===== config.mk =====
export PLATFORM = sky130hd
export DESIGN_NAME = ahb_arb2
export DESIGN_NICKNAME = d
export VERILOG_FILES = /design/src/rtl/ahb_arb2.sv
export SDC_FILE = /design/constraint.sdc
export NUM_CORES = 1
export LEC_CHECK = 0
export CAP_MARGIN = 20
export CORE_MARGIN = 3
export CORE_UTILIZATION = 35
export DETAILED_ROUTE_END_ITERATION = 10
export PLACE_DENSITY = 0.76
export SKIP_LAST_GASP = 1
export SYNTH_ARGS = -nofsm -noshare
export SYNTH_HDL_FRONTEND = slang
export SYNTH_SLANG_ARGS = --single-unit

===== constraint.sdc =====
create_clock -name clk -period 1.7 [get_ports clk]
set_input_delay 0.17 -clock clk [delete_from_list [all_inputs] [get_ports clk]]
set_output_delay 0.17 -clock clk [all_outputs]
set_load 0.01 [all_outputs]

===== src/rtl/ahb_arb2.sv =====
// ahb_arb2: two-master AHB-Lite arbiter/multiplexer onto one slave port, with a
// one-entry address-phase hold per master. Define AHB_ARB2_RR_EN for round-robin.
module ahb_arb2 #(
  parameter int AW = 32,
  parameter int DW = 32
) (
  input  logic          clk,
  input  logic          reset_n,
  input  logic [AW-1:0] m0_addr,
  input  logic [1:0]    m0_trans,
  input  logic          m0_write,
  input  logic [1:0]    m0_size,
  input  logic [DW-1:0] m0_wdata,
  output logic [DW-1:0] m0_rdata,
  output logic          m0_ready,
  input  logic [AW-1:0] m1_addr,
  input  logic [1:0]    m1_trans,
  input  logic          m1_write,
  input  logic [1:0]    m1_size,
  input  logic [DW-1:0] m1_wdata,
  output logic [DW-1:0] m1_rdata,
  output logic          m1_ready,
  output logic [AW-1:0] s_addr,
  output logic [1:0]    s_trans,
  output logic          s_write,
  output logic [1:0]    s_size,
  output logic [DW-1:0] s_wdata,
  input  logic [DW-1:0] s_rdata,
  input  logic          s_ready
);

  typedef enum logic [1:0] {
    OWN_NONE = 2'b00,
    OWN_M0   = 2'b01,
    OWN_M1   = 2'b10
  } owner_t;

  localparam logic [1:0] HTRANS_IDLE = 2'b00;
  localparam logic [1:0] HTRANS_NSEQ = 2'b10;
  localparam logic [1:0] HSIZE_WORD  = 2'b10;

  owner_t owner_q, owner_d;
  logic   dphase_write_q;

  logic          hold0_valid_q;
  logic [AW-1:0] hold0_addr_q;
  logic          hold0_write_q;
  logic [1:0]    hold0_size_q;
  logic          hold1_valid_q;
  logic [AW-1:0] hold1_addr_q;
  logic          hold1_write_q;
  logic [1:0]    hold1_size_q;

  logic live0, live1;
  logic req0, req1;
  logic grant0, grant1;
  logic fwd0, fwd1;
  logic capture0, capture1;

  // Only HTRANS[1] matters: SEQ/NSEQ are both forwarded, IDLE/BUSY never are.
  logic unused_trans_lsb;
  assign unused_trans_lsb = m0_trans[0] ^ m1_trans[0];

  // Ready depends only on registered state and s_ready, never on m_trans.
  assign m0_ready = ~hold0_valid_q & ((owner_q != OWN_M0) | s_ready);
  assign m1_ready = ~hold1_valid_q & ((owner_q != OWN_M1) | s_ready);

  assign live0 = m0_trans[1] & m0_ready;
  assign live1 = m1_trans[1] & m1_ready;
  assign req0  = hold0_valid_q | live0;
  assign req1  = hold1_valid_q | live1;

  assign m0_rdata = s_rdata;
  assign m1_rdata = s_rdata;

`ifdef AHB_ARB2_RR_EN
  logic last_q;

  // On contention the port that was not granted last wins; reset_n low
  // suppresses all grants so nothing partial reaches the slave.
  always_comb begin
    grant0 = 1'b0;
    grant1 = 1'b0;
    if (reset_n) begin
      if (req0 && req1) begin
        grant0 = last_q;
        grant1 = ~last_q;
      end else begin
        grant0 = req0;
        grant1 = req1;
      end
    end
  end

  always_ff @(posedge clk or negedge reset_n) begin
    if (!reset_n) begin
      last_q <= 1'b0;
    end else if (s_ready && (grant0 || grant1)) begin
      last_q <= grant1;
    end
  end
`else
  // Fixed priority, port 0 first; reset_n low suppresses all grants.
  always_comb begin
    grant0 = reset_n & req0;
    grant1 = reset_n & req1 & ~req0;
  end
`endif

  assign fwd0     = grant0 & s_ready;
  assign fwd1     = grant1 & s_ready;
  assign capture0 = live0 & ~fwd0;
  assign capture1 = live1 & ~fwd1;

  // Address-phase mux: a held copy takes precedence over the live inputs.
  always_comb begin
    s_trans = HTRANS_IDLE;
    s_addr  = '0;
    s_write = 1'b0;
    s_size  = HSIZE_WORD;
    if (grant0) begin
      s_trans = HTRANS_NSEQ;
      if (hold0_valid_q) begin
        s_addr  = hold0_addr_q;
        s_write = hold0_write_q;
        s_size  = hold0_size_q;
      end else begin
        s_addr  = m0_addr;
        s_write = m0_write;
        s_size  = m0_size;
      end
    end else if (grant1) begin
      s_trans = HTRANS_NSEQ;
      if (hold1_valid_q) begin
        s_addr  = hold1_addr_q;
        s_write = hold1_write_q;
        s_size  = hold1_size_q;
      end else begin
        s_addr  = m1_addr;
        s_write = m1_write;
        s_size  = m1_size;
      end
    end
  end

  always_comb begin
    owner_d = owner_q;
    if (s_ready) begin
      if (grant0) begin
        owner_d = OWN_M0;
      end else if (grant1) begin
        owner_d = OWN_M1;
      end else begin
        owner_d = OWN_NONE;
      end
    end
  end

  always_ff @(posedge clk or negedge reset_n) begin
    if (!reset_n) begin
      owner_q        <= OWN_NONE;
      dphase_write_q <= 1'b0;
    end else begin
      owner_q <= owner_d;
      if (s_ready) begin
        dphase_write_q <= s_write;
      end
    end
  end

  always_ff @(posedge clk or negedge reset_n) begin
    if (!reset_n) begin
      hold0_valid_q <= 1'b0;
      hold0_addr_q  <= '0;
      hold0_write_q <= 1'b0;
      hold0_size_q  <= '0;
    end else if (capture0) begin
      hold0_valid_q <= 1'b1;
      hold0_addr_q  <= m0_addr;
      hold0_write_q <= m0_write;
      hold0_size_q  <= m0_size;
    end else if (fwd0) begin
      hold0_valid_q <= 1'b0;
    end
  end

  always_ff @(posedge clk or negedge reset_n) begin
    if (!reset_n) begin
      hold1_valid_q <= 1'b0;
      hold1_addr_q  <= '0;
      hold1_write_q <= 1'b0;
      hold1_size_q  <= '0;
    end else if (capture1) begin
      hold1_valid_q <= 1'b1;
      hold1_addr_q  <= m1_addr;
      hold1_write_q <= m1_write;
      hold1_size_q  <= m1_size;
    end else if (fwd1) begin
      hold1_valid_q <= 1'b0;
    end
  end

  // Write data follows the registered data-phase owner; zero otherwise.
  always_comb begin
    s_wdata = '0;
    if (dphase_write_q) begin
      case (owner_q)
        OWN_M0:  s_wdata = m0_wdata;
        OWN_M1:  s_wdata = m1_wdata;
        default: s_wdata = '0;
      endcase
    end
  end

endmodule


==> impl_results.md <==
- Status: finished, violations left
- Violated checks: setup timing
- CTS tree: yes
- # diodes: 0
- Reg-to-Reg Start: owner_q[0]$_DFFE_PN0P_
- Layout net count: 845
- Via density: 5.70
- Static leakage: 4.03 nW
- Total gr overflow: 0
- Synth top area cells: dfrtp_1 37%, mux2i_1 13%, buf_4 9.6%, mux2_4 8.8%, mux2_2 8.2%
- H-tree level count: 3
- Total Wirelength: 22800 um
- Final setup viols: 141
- FP Rows: 43
- Clk_skew: 0.00550 ns
- Worst skew pair latency: 0.33 ns
- Post-route cell area: 9050 um2
- DRC: 0
- CP endpoint kind: output port
- Cell area after synthesis: 5090 um2
- Critical Path Fanout Max: 9
- Pwr dens: 964 nW/um2
- Max-Cap Viols: 0
- Post-synthesis net count: 627
- Ys async rst share: 1.00
- CP max stage cell: dfrtp_1
- Hold Crit Class: in2async
- Initial antenna violation count: 0
- Core footprint: 14000 um2
- EDFF count, synth: 0
- Area Growth Syn to Fin: 77.7%
- CTS clk-pin slew, worst paths: 0.06 ns
- Fraction of post-synthesis cell area in the top cell type by area: 0.369
- Gpl congestion: 0.897
- Flop2flop setup slack: -0.45 ns
- CP bufs+invs: 3
- Max VDD drop: 0.000633 V
- Crit path DAT: 2.06 ns
- Number of hold violations in the final report: 0
- CTS sink count: 75
- Initial Util: 0.362
- Delay-heaviest family, CP: buffers and inverters
- Critical-path cell list: inv_2, ha_2, and2b_4, o21ai_4, nand2_8, buf_16, o32ai_1, buf_2
- CTS Buf Count: 9
- First-pass GRT wire length: 31900 um
- Reg2reg end: hold0_addr_q[4]$_DFFE_PN0P_
- Mapped Cells: 452
- GRT Overall Usage: 0.261
- Post-DP Area: 7370 um2
- Final WS setup: -0.527 ns
- # port buffers: 208
- Die W: 127 um
- Die height: 127 um
- Fin util: 0.644
- Layout Cells excl Fill: 855
- Detail Route Antenna Nets: 0
- RSZ-0062 raised after global routing: true
- Die area: 16000 um2
- Tcrit/Tclk final: 1.31
- Crit start category: flop
- R2R cell count: 9
- Root Driver: clkbuf_16
- Mapped Avg Cell Area: 11.3 um2
- Critical Path RT: 1.53 ns
- Register area share after synthesis: 0.369
- Rel. slew slack: 0.504
- Cell count after placement: 778
- Fmax achieved: 449 MHz
- Yosys reg bits: 75
- Avg WL per Cell: 26.6 um
- Synth area leader: dfrtp_1
- Largest net degree at the start of global routing: 57
- Initial detailed-routing violation count: 360
- Crit path kind: reg2out
- Clk buf depth: 2
- First-pass DRT Iterations: 5
- CP max stage delay: 0.37 ns
- Total number of vias: 4873
- Placement Setup Slack: -0.662 ns
- Top cells by count, synth: 75 x dfrtp_1, 66 x mux2i_1, 65 x buf_4
- Vias in the first global route: 5140
- Share of cells above drive strength 1: 0.532
- Worst-margin pin slew: 0.744 ns
- Final HPWL DP: 13900 um
- Synth unique cells: 36
- Ports: 308
- Yosys synthesis warning count: 0
- Final min period: 2.23 ns
- Ys flop type: dfrtp_1
- Count leader, synth: dfrtp_1
- Final Max Tran Viols: 0
## layout by cell type, fill, tap and decap left out, types with 2 or more instances in the layout
cell	count
a22oi_1	9
mux2_2	10
bufinv_16	2
buf_8	3
inv_2	2
buf_4	43
buf_6	35
bufbuf_16	2
nor2_2	5
a22oi_2	23
a21oi_4	2
clkdlybuf4s50_1	137
nor2_4	20
clkbuf_8	3
nand2b_4	2
nand2_1	3
buf_12	24
dfrtp_2	2
dlygate4sd3_1	2
a21oi_1	2
o32ai_2	27
o32ai_4	6
mux2i_1	66
buf_2	49
dfrtp_1	73
mux2_4	63
nor2_1	10
buf_16	10
clkbuf_16	12
## state kept, by name (all words and copies together), names as in the netlist, 2 cells and up
register and count:
hold1_addr_q 32, hold0_size_q 2, hold0_addr_q 32, hold1_size_q 2, owner_q 2
## through the flow
step / setup TNS [ns] / hold slack (ns) / power [W]
6_report: -48.44 / 0.0961 / 0.00872
5_1_grt: -57.07 / 0.159 / 0.00906
4_1_cts: -47.77 / 0.105 / 0.00838
3_5_place_dp: -48.16 / 0.154 / 0.00569
3_3_place_gp: -42.19 / 0.145 / 0.00559
2_1_floorplan: -5.36 / -0.126 / 0.00459
## power breakdown
group / internal (W) / switching (W)
registers: 0.00237 / 0.000384
logic: 0.00227 / 0.00154
clock network: 0.00141 / 0.000752
## area by class of cell
type	count	area, um2
clock inverter	3	68.8
timing repair buffer	309	3300
inverter	4	15.0
fill	965	5000
tap	180	225
sequential	75	1880
clock buffer	13	270
multi-input combinational	271	3280
## layer usage
metal  track usage  vias to the layer above  routed length (um)
met3        0.0842                       68                1960
met1         0.311                     2447                8470
met4        0.0820                        0                 724
li1              -                     2045                   -
met2         0.449                      313               11600
met5             0                        -                   0
## worst max-delay path by stage
stage / start / end / slack (ns) / cells after the start
floorplan: owner_q[0]$_DFFE_PN0P_ / hold1_addr_q[0]$_DFFE_PN0P_ / -0.12 / 9
global placement: s_ready / s_addr[1] / -0.57 / 7
detailed placement: s_ready / s_size[0] / -0.66 / 7
CTS: owner_q[0]$_DFFE_PN0P_ / s_addr[0] / -0.47 / 8
global route: owner_q[0]$_DFFE_PN0P_ / s_addr[0] / -0.58 / 8
finish: owner_q[0]$_DFFE_PN0P_ / s_addr[0] / -0.53 / 8
## kinds of logic (layout without fill, tap and decap cells)
logic type      count (synthesis)  after routing  share of synthesized area
mux                           139            139                      0.313
buf+inv                       106            329                      0.146
compound gates                 78             78                      0.120
flops                          75             75                      0.369
simple gates                   51             51                     0.0462
fa+ha+maj                       2              2                    0.00492
other cells                     1              1                   0.000737
## timing repair
item / in CTS / in global routing
hold buffers: 2 / 0
cloned: 16 / 3
pin swaps: 40 / 39
endpoints found under the hold margin: 19 / 0
gates resized for setup: 383 / 97
buffers inserted: 35 / 13
endpoints found under the setup margin: 140 / 141
Power figures use the tool's default switching activity.
